==> src/rtl/muldiv_if.sv <==
// Issue/result handshake bundle between the execute stage and the iterative
// multiply/divide unit.
interface muldiv_if #(
  parameter int XLEN  = 32,
  parameter int TAG_W = 5
);
  logic             in_valid;
  logic             in_ready;
  logic [2:0]       in_func;
  logic [XLEN-1:0]  in_a;
  logic [XLEN-1:0]  in_b;
  logic [TAG_W-1:0] in_tag;
  logic             flush;
  logic             out_valid;
  logic             out_ready;
  logic [XLEN-1:0]  out_result;
  logic [TAG_W-1:0] out_tag;

  modport master (
    output in_valid, in_func, in_a, in_b, in_tag, flush, out_ready,
    input  in_ready, out_valid, out_result, out_tag
  );

  modport slave (
    input  in_valid, in_func, in_a, in_b, in_tag, flush, out_ready,
    output in_ready, out_valid, out_result, out_tag
  );
endinterface

==> src/rtl/muldiv_unit.sv <==
// Iterative RV32M multiply/divide unit: shift-add multiply and restoring
// divide on magnitudes, one bit per cycle, sign fix-up in a final cycle.
module muldiv_unit #(
  parameter int XLEN  = 32,
  parameter int TAG_W = 5
) (
  input logic     clk,
  input logic     rst_n,
  muldiv_if.slave bus
);
  localparam int CW = $clog2(XLEN);

  typedef enum logic [1:0] {IDLE, CALC, FIX, DONE} state_t;

  state_t            state, state_nx;
  logic [2:0]        func_q;
  logic [TAG_W-1:0]  tag_q;
  logic [XLEN-1:0]   opd_q;
  logic [2*XLEN-1:0] acc_q;
  logic              neg_res_q, neg_rem_q;
  logic [CW-1:0]     cnt_q;
  logic [XLEN-1:0]   result_q;

  logic              is_div, sgn_a, sgn_b, a_neg, b_neg;
  logic [XLEN-1:0]   mag_a, mag_b;
  logic              div_zero, div_ovf, accept;
  logic [XLEN-1:0]   special_res;

  always_comb begin
    is_div   = bus.in_func[2];
    sgn_a    = (bus.in_func == 3'd1) || (bus.in_func == 3'd2) ||
               (bus.in_func == 3'd4) || (bus.in_func == 3'd6);
    sgn_b    = (bus.in_func == 3'd1) || (bus.in_func == 3'd4) ||
               (bus.in_func == 3'd6);
    a_neg    = sgn_a & bus.in_a[XLEN-1];
    b_neg    = sgn_b & bus.in_b[XLEN-1];
    mag_a    = a_neg ? -bus.in_a : bus.in_a;
    mag_b    = b_neg ? -bus.in_b : bus.in_b;
    div_zero = is_div && (bus.in_b == '0);
    div_ovf  = is_div && !bus.in_func[0] &&
               (bus.in_a == {1'b1, {(XLEN-1){1'b0}}}) && (bus.in_b == '1);
    if (div_zero) special_res = bus.in_func[1] ? bus.in_a : '1;
    else          special_res = bus.in_func[1] ? '0 : bus.in_a;
    accept   = (state == IDLE) && bus.in_valid && !bus.flush;
  end

  // One iteration: multiply keeps {partial sum, remaining multiplier},
  // divide keeps {partial remainder, dividend/quotient shift register}.
  logic [XLEN:0]     mul_sum, div_part, div_diff;
  logic [2*XLEN-1:0] step_nx, prod_fix;
  logic [XLEN-1:0]   quo, rem, fix_res;

  always_comb begin
    mul_sum  = {1'b0, acc_q[2*XLEN-1:XLEN]} + (acc_q[0] ? {1'b0, opd_q} : '0);
    div_part = acc_q[2*XLEN-1:XLEN-1];
    div_diff = div_part - {1'b0, opd_q};
    if (!func_q[2])      step_nx = {mul_sum, acc_q[XLEN-1:1]};
    else if (div_diff[XLEN]) step_nx = {div_part[XLEN-1:0], acc_q[XLEN-2:0], 1'b0};
    else                 step_nx = {div_diff[XLEN-1:0], acc_q[XLEN-2:0], 1'b1};

    prod_fix = neg_res_q ? -acc_q : acc_q;
    quo      = acc_q[XLEN-1:0];
    rem      = acc_q[2*XLEN-1:XLEN];
    if (!func_q[2])      fix_res = (func_q == 3'd0) ? prod_fix[XLEN-1:0] : prod_fix[2*XLEN-1:XLEN];
    else if (func_q[1])  fix_res = neg_rem_q ? -rem : rem;
    else                 fix_res = neg_res_q ? -quo : quo;
  end

  always_comb begin
    state_nx = state;
    unique case (state)
      IDLE: if (accept) state_nx = (div_zero || div_ovf) ? DONE : CALC;
      CALC: if (cnt_q == CW'(XLEN-1)) state_nx = FIX;
      FIX:  state_nx = DONE;
      DONE: if (bus.out_ready) state_nx = IDLE;
      default: state_nx = IDLE;
    endcase
    if (bus.flush) state_nx = IDLE;
  end

  always_ff @(posedge clk or negedge rst_n) begin
    if (!rst_n) state <= IDLE;
    else        state <= state_nx;
  end

  always_ff @(posedge clk or negedge rst_n) begin
    if (!rst_n) begin
      func_q    <= '0;
      tag_q     <= '0;
      opd_q     <= '0;
      acc_q     <= '0;
      neg_res_q <= 1'b0;
      neg_rem_q <= 1'b0;
      cnt_q     <= '0;
      result_q  <= '0;
    end else if (accept) begin
      func_q    <= bus.in_func;
      tag_q     <= bus.in_tag;
      opd_q     <= is_div ? mag_b : mag_a;
      acc_q     <= {{XLEN{1'b0}}, (is_div ? mag_a : mag_b)};
      neg_res_q <= a_neg ^ b_neg;
      neg_rem_q <= a_neg;
      cnt_q     <= '0;
      if (div_zero || div_ovf) result_q <= special_res;
    end else if (state == CALC) begin
      acc_q <= step_nx;
      cnt_q <= cnt_q + CW'(1);
    end else if (state == FIX) begin
      result_q <= fix_res;
    end
  end

  assign bus.in_ready   = (state == IDLE);
  assign bus.out_valid  = (state == DONE);
  assign bus.out_result = result_q;
  assign bus.out_tag    = tag_q;
endmodule

==> src/flat_wrapper.sv <==
// flat-port wrapper written by rule: the top's interface ports become plain ports
module muldiv_unit_flat 
#(
  parameter int XLEN  = 32,
  parameter int TAG_W = 5
)
  (clk, rst_n, bus_in_valid, bus_in_func, bus_in_a, bus_in_b, bus_in_tag, bus_flush, bus_out_ready, bus_in_ready, bus_out_valid, bus_out_result, bus_out_tag);
  muldiv_if #(.XLEN(XLEN), .TAG_W(TAG_W)) bus_i ();
  input logic clk;
  input logic rst_n;
  input wire logic [$bits(bus_i.in_valid)-1:0] bus_in_valid;
  input wire logic [$bits(bus_i.in_func)-1:0] bus_in_func;
  input wire logic [$bits(bus_i.in_a)-1:0] bus_in_a;
  input wire logic [$bits(bus_i.in_b)-1:0] bus_in_b;
  input wire logic [$bits(bus_i.in_tag)-1:0] bus_in_tag;
  input wire logic [$bits(bus_i.flush)-1:0] bus_flush;
  input wire logic [$bits(bus_i.out_ready)-1:0] bus_out_ready;
  output wire logic [$bits(bus_i.in_ready)-1:0] bus_in_ready;
  output wire logic [$bits(bus_i.out_valid)-1:0] bus_out_valid;
  output wire logic [$bits(bus_i.out_result)-1:0] bus_out_result;
  output wire logic [$bits(bus_i.out_tag)-1:0] bus_out_tag;
  assign bus_i.in_valid = bus_in_valid;
  assign bus_i.in_func = bus_in_func;
  assign bus_i.in_a = bus_in_a;
  assign bus_i.in_b = bus_in_b;
  assign bus_i.in_tag = bus_in_tag;
  assign bus_i.flush = bus_flush;
  assign bus_i.out_ready = bus_out_ready;
  assign bus_in_ready = bus_i.in_ready;
  assign bus_out_valid = bus_i.out_valid;
  assign bus_out_result = bus_i.out_result;
  assign bus_out_tag = bus_i.out_tag;
  muldiv_unit #(.XLEN(XLEN), .TAG_W(TAG_W)) u_core (.clk(clk), .rst_n(rst_n), .bus(bus_i));
endmodule
==> config.mk <==
export PLATFORM = sky130hd
export DESIGN_NAME = muldiv_unit_flat
export DESIGN_NICKNAME = d
export VERILOG_FILES = /design/src/rtl/muldiv_if.sv /design/src/rtl/muldiv_unit.sv /design/src/flat_wrapper.sv
export SDC_FILE = /design/constraint.sdc
export NUM_CORES = 1
export LEC_CHECK = 0
export ABC_AREA = 1
export BUFFER_PORTS_ARGS = -buffer_cell sky130_fd_sc_hd__buf_4
export CORE_ASPECT_RATIO = 1.5
export CORE_UTILIZATION = 40
export CTS_CLUSTER_SIZE = 10
export DETAILED_ROUTE_END_ITERATION = 8
export PLACE_DENSITY = 0.58
export SYNTH_ARGS = -nofsm -noshare
export SYNTH_HDL_FRONTEND = slang
export SYNTH_SLANG_ARGS = --single-unit
==> constraint.sdc <==
create_clock -name clk -period 3.4 [get_ports clk]
set_clock_uncertainty 0.05 [all_clocks]
set_input_delay 0.68 -clock clk [delete_from_list [all_inputs] [get_ports clk]]
set_output_delay 0.68 -clock clk [all_outputs]
set_load 0.02 [all_outputs]
==> out/qor.yml <==
outcome: "finished clean"
synth_top_flop_cell: "dfrtp_1"
setup_ws_ns: 0.248
postCtsHoldBufs: 0
fin_area_um2: 20300
switching_share: 0.612
startpoint: "u_core.acc_q[31]"
clockBufferDepth: 2
syn_nets: 3273
finalPower_w: 0.0218
p_clk_frac: 0.090
grt_use_total: 0.394
critPathMaxFanout: 17
setup_viol: 0
post-route-min-period_ns: 3.15
grt_max_degree: 71
final_common_cell: "nand2_1"
cp_num_cells: 18
ir_drop_mv: 0.459
netlist_instances: 3119
power_frac_comb: 0.732
p_sw_w: 0.0134
nFillCells: 4954
ys_types: 55
grt_pass1_vias: 21400
endpoint: "u_core.acc_q[36]"
critPathTopFamily: "simple AND/OR/NAND/NOR gates"
reg2regPathDepth: 18
regArea_um2: 3630
gr-total-overflow: 0
multiInputGateArea_um2: 12400
cp_data_arrival_time_ns: 3.49
numPortBuffers: 115
hold_viol: 0
fin_crit_sh: 0.927
grt_pass1_wl_um: 133000
synth_edf_count: 0
tns_ns: 0
ctsHtreeMaxLevel: 4
seqPwrFrac: 0.178
slowest_delay_ns: 0.41
avgViaCountPerCell: 5.85
core_area_um2: 44700
crit_type: "flip-flop to flip-flop"
antenna_found_initial: 2
cts_buffers: 17
syn_area_um2: 18100
cellLeakagePower_nw: 10.4
reg2reg_to: "u_core.acc_q[36]"
yosys_warnings: 0
nNetsFinal: 3367
vias: 22300
die_x_um: 175
maxCapViolCount: 0
path_cells: "inv_1 > ha_1 > fa_1 > nand3b_1 > nand2_1 > nand2_1 > nand2_1 > nand2_1 > nand3_1 > nand2_1 > nand2_1 > nand2_1 > nand2_4 > buf_4 > nand2_1 > nand3_1 > nand2_1 > nand2_1"
gp_congestion: 1.07
max_freq_ghz: 0.317
dieHeight_um: 262
drive_above_1_share: 0.0899
cts_tree: "built"
pre_cts_slack_ns: 0.239
num_rows: 95
cp-end-kind: "flip-flop"
worst_pin_slew_ns: 0.803
grt_setup_unrepaired: "false"
seq_area_frac_synth: 0.201
initial_utilization: 0.404
syn_avg_cell_area_um2: 5.79
r2r_slack_ns: 0.25
power_density_nw_per_um2: 1070
hp-class: "primary input to asynchronous set/reset pin"
root_buffer: "clkbuf_16"
syn_to_final_growth_pct: 12.5
worstPathRequired_ns: 3.74
slew_headroom: 0.465
rr_startpoint: "u_core.acc_q[31]"
layout_common_cells: "nand2_1 (982), inv_1 (393), nor2_1 (324)"
clk_pin_slew_ns: 0.07
antenna_left: 0
die-area_um2: 46000
clk_latency_ns: 0.46
dp_hpwl_um: 73200
drv_slew: 0
whs_ns: 0.215
crit_path_top_delay_cell: "fa_1"
worst-path-buf-inv: 2
start_kind: "flip-flop"
drtPass1Iterations: 6
p_int_w: 0.00848
num_io_pins: 116
drt_iter0_drc: 2258
dpl_cell_area_um2: 19700
clock_sinks: 145
drc: 0
drt-total-wl_um: 90300
ys_ff_latch: 145
crit_path_frequent_cell: "nand2_1"
detail_route.wl_per_cell_um: 23.7
async_reset_ff_frac: 1.00
metal layers:
metal / track usage / up-vias / share of wire
met1: 0.429 / 10300 / 0.36
li1: - / 10300 / -
met4: 0.338 / 4 / 0.10
met5: 0 / - / 0.00029
met3: 0.0642 / 383 / 0.074
met2: 0.668 / 1223 / 0.47
cell families after synthesis:
| logic type | count (synthesis) | synth area share |
|---|---|---|
| buf+inv | 523 | 0.116 |
| xor+xnor | 111 | 0.0538 |
| flops | 145 | 0.201 |
| fa+ha+maj | 77 | 0.0542 |
| compound gates | 521 | 0.172 |
| simple gates | 1742 | 0.403 |
stage by stage:
stage | instances | util
global route | 3808 | 0.455
floorplan | 3119 | -
global placement | 3776 | 0.441
detailed placement | 3776 | 0.441
finish | 3809 | 0.455
CTS | 3808 | 0.454
worst register-to-register path, stage by stage, from the launching register on:
cell and delay (ns):
dfrtp_1 0.37, inv_1 0.16, ha_1 0.29, fa_1 0.41, nand3b_1 0.18, nand2_1 0.12, nand2_1 0.07, nand2_1 0.15
nand2_1 0.07, nand3_1 0.10, nand2_1 0.11, nand2_1 0.10, nand2_1 0.10, nand2_4 0.23, buf_4 0.28, nand2_1 0.08
nand3_1 0.09, nand2_1 0.06, nand2_1 0.06
final cells by class:
cell class                 count  share of cell area
antenna                        1            0.000123
multi-input combinational   2451               0.608
tap                          582              0.0358
clock buffer                  20              0.0225
sequential                   145               0.179
inverter                     404              0.0746
timing repair buffer         194              0.0737
clock inverter                12             0.00610
synthesized netlist by cell type, types with 9 or more instances:
cell      number  area share
nor3_1        30      0.0083
o211ai_1      40       0.017
inv_1        393       0.082
buf_2         32      0.0089
nor2_2        13      0.0045
ha_1          75       0.052
o21a_1         9      0.0037
xor2_1        86       0.042
clkbuf_1      66       0.014
a21boi_1      10      0.0042
nand2_1      982        0.20
o221ai_1      24       0.012
buf_6         11      0.0069
a21oi_1      161       0.045
nand3_1      295       0.082
xnor2_1       25       0.012
o21ai_1       20      0.0055
a21o_1         9      0.0037
o21ai_0      173       0.048
nand4_1       41       0.014
a221oi_1      29       0.014
or2_2         15      0.0052
dfrtp_1      145        0.20
nand3b_1      10      0.0042
o22ai_1       10      0.0035
nor2_1       327       0.068
how the worst min path moves through the flow:
stage / slack, ns / to / startpoint
2_1_floorplan: 0.33 / u_core.acc_q[0] / rst_n
3_5_place_dp: 0.41 / u_core.cnt_q[3] / u_core.cnt_q[3]
3_3_place_gp: 0.41 / u_core.cnt_q[3] / u_core.cnt_q[3]
4_1_cts: 0.25 / u_core.acc_q[52] / rst_n
5_1_grt: 0.27 / u_core.acc_q[12] / rst_n
6_report: 0.22 / u_core.acc_q[12] / rst_n
sequential cells by signal, indices dropped and copies added (netlist names):
signal	cells
u_core.acc_q	64
u_core.bus.out_result	32
u_core.opd_q	32
u_core.bus.out_tag	5
u_core.cnt_q	5
u_core.func_q	3
u_core.state	2
u_core.neg_rem_q	1
u_core.neg_res_q	1
power by group through the flow:
stage	Combinational (W)	Sequential [W]	Clock, W
6_report	0.0160	0.00390	0.00196
3_3_place_gp	0.0155	0.00378	0
4_1_cts	0.0156	0.00376	0.00197
3_5_place_dp	0.0155	0.00379	0
5_1_grt	0.0174	0.00389	0.00202
2_1_floorplan	0.0100	0.00339	0
repair_timing:
| item | 4_1_cts | 5_1_grt |
|---|---|---|
| hold endpoints to repair | 0 | 0 |
| endpoints found under the setup margin | 0 | 17 |
| buffers inserted | 0 | 0 |
| resized for setup | 0 | 2 |
(Power assumes the default switching activity.)
